**config.mk**
```make
export PLATFORM = sky130hd
export DESIGN_NAME = apb_quad_write_router
export DESIGN_NICKNAME = d
export VERILOG_FILES = /design/src/rtl/apb_router_pkg.sv /design/src/rtl/apb_out_port.sv /design/src/rtl/apb_quad_write_router.sv
export SDC_FILE = /design/constraint.sdc
export NUM_CORES = 1
export LEC_CHECK = 0
export BUFFER_PORTS_ARGS = -buffer_cell sky130_fd_sc_hd__buf_2
export CAP_MARGIN = 20
export CORE_ASPECT_RATIO = 1.5
export CORE_MARGIN = 2
export CORE_UTILIZATION = 54
export CTS_CLUSTER_SIZE = 10
export DETAILED_ROUTE_END_ITERATION = 7
export PLACE_DENSITY = 0.82
export SLEW_MARGIN = 20
export SYNTH_ARGS = -nofsm -noshare
export SYNTH_HDL_FRONTEND = slang
export SYNTH_SLANG_ARGS = --single-unit
```
**constraint.sdc**
```tcl
create_clock -name clk -period 2.1 [get_ports clk]
set_input_delay 0.21 -clock clk [delete_from_list [all_inputs] [get_ports clk]]
set_output_delay 0.21 -clock clk [all_outputs]
set_load 0.02 [all_outputs]
```
**src/rtl/apb_router_pkg.sv**
```systemverilog
// Shared types, defaults and the slave decode helper for the APB quad write router.
package apb_router_pkg;

    localparam int ADDR_W_DEF = 8;
    localparam int DATA_W_DEF = 32;
    localparam int NUM_SLAVES = 4;
    localparam int ADDR_W_MAX = 64;

    typedef logic [1:0] slave_idx_t;

    // The slave index is the top two bits of an addr_w-wide address.
    // The address arrives zero-extended to ADDR_W_MAX bits.
    function automatic slave_idx_t decode_slave(input logic [ADDR_W_MAX-1:0] addr,
                                                input int unsigned           addr_w);
        return slave_idx_t'(addr >> (addr_w - 2));
    endfunction

endpackage

```
**src/rtl/apb_out_port.sv**
```systemverilog
// One registered output port of the router.
// It latches the request on a hit and pulses wr for one cycle per accepted write.
module apb_out_port
    import apb_router_pkg::*;
#(
    parameter int ADDR_W = ADDR_W_DEF,
    parameter int DATA_W = DATA_W_DEF
) (
    input  logic              clk,
    input  logic              rst,
    input  logic              hit,
    input  logic              wr_in,
    input  logic [ADDR_W-1:0] addr_in,
    input  logic [DATA_W-1:0] data_in,
    output logic              wr,
    output logic [ADDR_W-1:0] addr,
    output logic [DATA_W-1:0] data
);

    always_ff @(posedge clk or negedge rst) begin
        if (!rst) begin
            wr   <= 1'b0;
            addr <= '0;
            data <= '0;
        end else begin
            wr <= hit && wr_in;
            if (hit) begin
                addr <= addr_in;
                data <= data_in;
            end
        end
    end

endmodule

```
**src/rtl/apb_quad_write_router.sv**
```systemverilog
// Single-master to four-slave request router.
// The top address bits pick one slave, and the request reaches it through a single register stage.
module apb_quad_write_router
    import apb_router_pkg::*;
#(
    parameter int ADDR_W = ADDR_W_DEF,
    parameter int DATA_W = DATA_W_DEF
) (
    input  logic              clk,
    input  logic              rst,
    input  logic [ADDR_W-1:0] addr_in,
    input  logic              wr_in,
    input  logic              sel,
    input  logic [DATA_W-1:0] data_in,
    output logic              wr_out1,
    output logic              wr_out2,
    output logic              wr_out3,
    output logic              wr_out4,
    output logic [ADDR_W-1:0] addr_out1,
    output logic [ADDR_W-1:0] addr_out2,
    output logic [ADDR_W-1:0] addr_out3,
    output logic [ADDR_W-1:0] addr_out4,
    output logic [DATA_W-1:0] data_out1,
    output logic [DATA_W-1:0] data_out2,
    output logic [DATA_W-1:0] data_out3,
    output logic [DATA_W-1:0] data_out4
);

    slave_idx_t            idx;
    logic [NUM_SLAVES-1:0] hit;

    assign idx = decode_slave(ADDR_W_MAX'(addr_in), ADDR_W);

    // sel gates the decode, so an unknown address while idle cannot produce a hit.
    always_comb begin
        hit = '0;
        for (int i = 0; i < NUM_SLAVES; i++) begin
            hit[i] = sel && (idx == slave_idx_t'(i));
        end
    end

    apb_out_port #(.ADDR_W(ADDR_W), .DATA_W(DATA_W)) u_port1 (
        .clk(clk), .rst(rst), .hit(hit[0]), .wr_in(wr_in),
        .addr_in(addr_in), .data_in(data_in),
        .wr(wr_out1), .addr(addr_out1), .data(data_out1)
    );

    apb_out_port #(.ADDR_W(ADDR_W), .DATA_W(DATA_W)) u_port2 (
        .clk(clk), .rst(rst), .hit(hit[1]), .wr_in(wr_in),
        .addr_in(addr_in), .data_in(data_in),
        .wr(wr_out2), .addr(addr_out2), .data(data_out2)
    );

    apb_out_port #(.ADDR_W(ADDR_W), .DATA_W(DATA_W)) u_port3 (
        .clk(clk), .rst(rst), .hit(hit[2]), .wr_in(wr_in),
        .addr_in(addr_in), .data_in(data_in),
        .wr(wr_out3), .addr(addr_out3), .data(data_out3)
    );

    apb_out_port #(.ADDR_W(ADDR_W), .DATA_W(DATA_W)) u_port4 (
        .clk(clk), .rst(rst), .hit(hit[3]), .wr_in(wr_in),
        .addr_in(addr_in), .data_in(data_in),
        .wr(wr_out4), .addr(addr_out4), .data(data_out4)
    );

endmodule

```
# Word level (Yosys, flattened, before mapping)
# Index checks and enable logic that the tools add are counted.
[op_classes]
eq_ne = 3
n_reduce_logical = 9
[ops]
columns = ["op", "n"]
rows = [
  ["1-bit logical AND", 8],
  ["2-bit equality test (second input constant)", 2],
  ["2-bit by 1-bit equality test with 1-bit output (second input constant)", 1],
  ["2-bit zero test", 1],
]
[totals]
ff_bits = 164
inputBits = 44
out_inout_bits = 164
word_cells = 24

# Depth between registers and ports, before layout
[depth]
word_depth = 3
ltp_mapped = 3

# Modules after synthesis
# Synthesis repeated with hierarchy kept, for this count alone.
[hier_totals]
hier_cells = 352
area_unflattened_um2 = 6919.1
[modules_own_cells]
columns = ["module", "instances", "cells_each", "area_each_um2", "seq_area_each_um2"]
rows = [
  ["apb_out_port", 4, 87, 1720.4, 1026.0],
  ["apb_quad_write_router", 1, 4, 37.5, 0.0],
]

# Worst setup path before layout
# No wires, ideal clock.
[synth_timing]
path_kind = "input-to-reg"
start = "input addr_in[6]"
end = "register u_port1.addr[0]"
setup_ps = 125
arrival_time_ps = 993
t_required_ps = 1975
path_slack_ps = 982
path_stages = 3
path_buffers = 1
path_cell_list = "nor3b_4 > buf_6 > mux2_2"
[synth_between]
elab_chain_cells = 2
[synth_rtl]
columns = ["element", "line_no", "text"]
rows = [
  ["from (decl)", "apb_quad_write_router.sv:11", "input logic [ADDR_W-1:0] addr_in,"],
  ["2-bit zero test", "apb_quad_write_router.sv:38", "hit[i] = sel && (idx == slave_idx_t'(i));"],
  ["1-bit logical AND", "apb_quad_write_router.sv:38", ""],
  ["to (signal assigned)", "apb_out_port.sv:28", "addr <= addr_in;"],
  ["to (decl)", "apb_out_port.sv:16", "output logic [ADDR_W-1:0] addr,"],
]
# Every way passes these cells.
# A chain may end at the register's enable or synchronous reset.

# Worst setup path in the final report
[layout_timing]
start = "register u_port3.data[20]"
end = "output data_out3[20]"
[layout_lines]
columns = ["element", "line_no", "text"]
rows = [
  ["from (decl)", "apb_out_port.sv:17", "output logic [DATA_W-1:0] data"],
  ["from (signal assigned)", "apb_out_port.sv:29", "data <= data_in;"],
  ["to (decl)", "apb_quad_write_router.sv:25", "output logic [DATA_W-1:0] data_out3,"],
]
# No word-level cell between the ends.

==> impl_metrics.ini <==
[worst_setup_path]
cp-end-kind = primary output
critical_path.top_delay_family = flip-flops
crit_required_ns = 1.89
r2r_cells = 1
reg2reg_to = u_port3.data[30]
crit_path_max_fanout = 2
regToRegStartpoint = u_port3.data[30]
worstPathArrival_ns = 0.98
critPathSlowestCell = dfrtp_1
reg2reg_slack_ns = 1.32
path_cells = buf_2
worst_setup_path_start_kind = register
crit_buf_inv = 1
cp_slowest_stage_delay_ns = 0.40
critical_path_class = register to primary output

[place]
placed_area_mm2 = 0.007291
hpwl_um = 9171
gp_congestion = 0.7567
portBuffers = 207

[synth]
yosysTopAreaCellShare_pct = 67.89
ys_types = 13
synthCells = 352
yosysSeqAreaShare_pct = 67.89
syn_avg_cell_area_um2 = 17.17
syn-num-nets = 396
yosys.area.top_type = dfrtp_1
syn-cell-area_mm2 = 0.006045
synth-seq-cells = 164
synth_area_leaders = dfrtp_1, mux2_2, buf_2, buf_6, nand2b_1
ys_warn_count = 0

[global_route]
grt_util_met3_pct = 5.204
gr-total-overflow = 0
track_usage_pct = 23.11
grt_pass1_vias = 4146
grt_max_degree = 65
grt_pass1_wl_um = 21470
grt_busiest_layer = met2
antenna_found_initial = 0
grt_util_met1_pct = 25.86
use_met2_pct = 41.40

[clocking]
htree_levels = 4
clock_latency_ns = 0.42
clkSinkCount = 164
cts.path.max_buffers = 2
root_buffer = clkbuf_16
clkTransAtPathRegs_ns = 0.06
cts_made_buffers = 17
cts_tree = yes

[timing]
timing.fmax_mhz = 842.1
rsz0062_at_grt = false
period_share_pct = 56.55
skew_ns = 0
finalHoldViolCount = 0
report.final.slew_viol_count = 0
worstMarginPinSlew_ns = 0.4846
timing.setup.tns_ns = 0
slew-limit-headroom_pct = 67.69
min_period_ns = 1.188
setup_viol = 0

[worst_hold_path]
hold_end = u_port3.wr
hold_start = wr_in
hold_class = input port to register
hold-path-cell-count = 3

[route]
drt_pass1_iterations = 4
drc = 0
wire_per_inst_um = 18.28
drt-initial-drc-count = 125
antenna_left = 0
drt-total-wl_um = 13320
viasPerCell = 5.155
num_vias = 3758

[final_layout]
area_growth_pct = 31.13
antennaDiodeCount = 0
fin_nets = 613
drive_gt1_share_pct = 67.53
fin_area_mm2 = 0.007926

[floorplanning]
initial_core_util_pct = 54.97
rows = 47
die_area_mm2 = 0.01207
core_mm2 = 0.01100
dieWidth_um = 90.39
num_io_pins = 208
fp.dieH_um = 133.6

[power]
power.total_mw = 9.370
leakage_nw = 3.824
p_per_area_mw_per_mm2 = 1182
irDropWorstVdd_mv = 0.7400

[status]
status = finished, final reports clean

[run]
drv_cap = 0
==> area by class of cell <==
| type | count | area [um^2] |
|---|---|---|
| fill | 753 | 3070 |
| clock buffer | 21 | 450.4 |
| multi-input combinational | 172 | 1841 |
| sequential | 164 | 4104 |
| timing repair buffer | 214 | 1172 |
| tap | 147 | 183.9 |
| clock inverter | 11 | 175.2 |
==> metrics by stage <==
| step | worst slack, ns | util [%] | cells | hold WS [ns] |
|---|---|---|---|---|
| 2_1_floorplan | 0.9820 | - | 352 | -0.08559 |
| 3_5_place_dp | 0.5916 | 66.30 | 696 | 0.1949 |
| 4_1_cts | 0.8935 | 72.08 | 729 | 0.02950 |
| 3_3_place_gp | 0.6325 | 66.30 | 696 | 0.1843 |
| 6_report | 0.9125 | 72.08 | 729 | 0.04597 |
| 5_1_grt | 0.8792 | 72.08 | 729 | 0.05418 |
==> cell usage after synthesis <==
master / n
and2_1: 2
buf_2: 12
buf_6: 4
dfrtp_1: 164
mux2_1: 3
mux2_2: 149
nand2_1: 2
nand2b_1: 6
nand3_1: 1
nand3b_1: 2
nor2_1: 4
nor2b_1: 2
nor3b_4: 1
==> report_power, final <==
part,internal (mW),switching (mW),total (mW)
Sequential,3.72,0.275,3.99
Clock,2.03,1.21,3.24
Combinational,0.856,1.28,2.14
==> layout by cell type, fill, tap and decap left out, types with 3 or more instances in the layout <==
cell       synthesis  routed
buf_12             0       6
mux2_2           149     149
clkbuf_16          0      17
nand2b_1           6       6
bufinv_16          0       4
nor2_1             4       4
clkbuf_1           0       3
mux2_1             3       3
dfrtp_1          164     164
buf_2             12     206
==> worst min-delay path, cell delays in order <==
cell and delay [ns]:
buf_2 0.10, nand2_1 0.07, nor2_1 0.04
==> flip-flops by register name (all words and copies together), names as in the netlist <==
register,cells
u_port4.data,32
u_port3.wr,1
u_port2.wr,1
u_port1.wr,1
u_port3.addr,8
u_port1.data,32
u_port4.wr,1
u_port4.addr,8
u_port2.addr,8
u_port2.data,32
u_port3.data,32
u_port1.addr,8
==> routing by layer <==
layer	up-vias	share of wire, %	wire [um]
met5	-	0	0
met4	0	2.7	357
met3	29	4.2	560
met2	128	55	7365
met1	1917	38	5039
li1	1684	-	-
==> kinds of logic after synthesis <==
group / count (synthesis) / share of synthesized area [%]
buffers and inverters: 16 / 1.739
DFF: 164 / 67.89
muxes: 152 / 28.32
and+or+nand+nor: 20 / 2.049
==> what timing repair did <==
action / in CTS / in global routing
hold buffers: 1 / 0
endpoints found under the hold margin: 50 / 0
gates resized for setup: 0 / 0
buffers inserted: 0 / 0
==> how the worst max path moves through the flow <==
stage	slack (ns)	depth (start not counted)	from	end
2_1_floorplan	0.98	3	addr_in[6]	u_port1.addr[0]
3_3_place_gp	0.63	4	addr_in[6]	u_port4.addr[0]
3_5_place_dp	0.59	4	addr_in[6]	u_port4.data[31]
4_1_cts	0.89	1	u_port4.data[17]	data_out4[17]
5_1_grt	0.88	1	u_port1.data[22]	data_out1[22]
6_report	0.91	1	u_port3.data[20]	data_out3[20]
(Power assumes the default switching activity.)
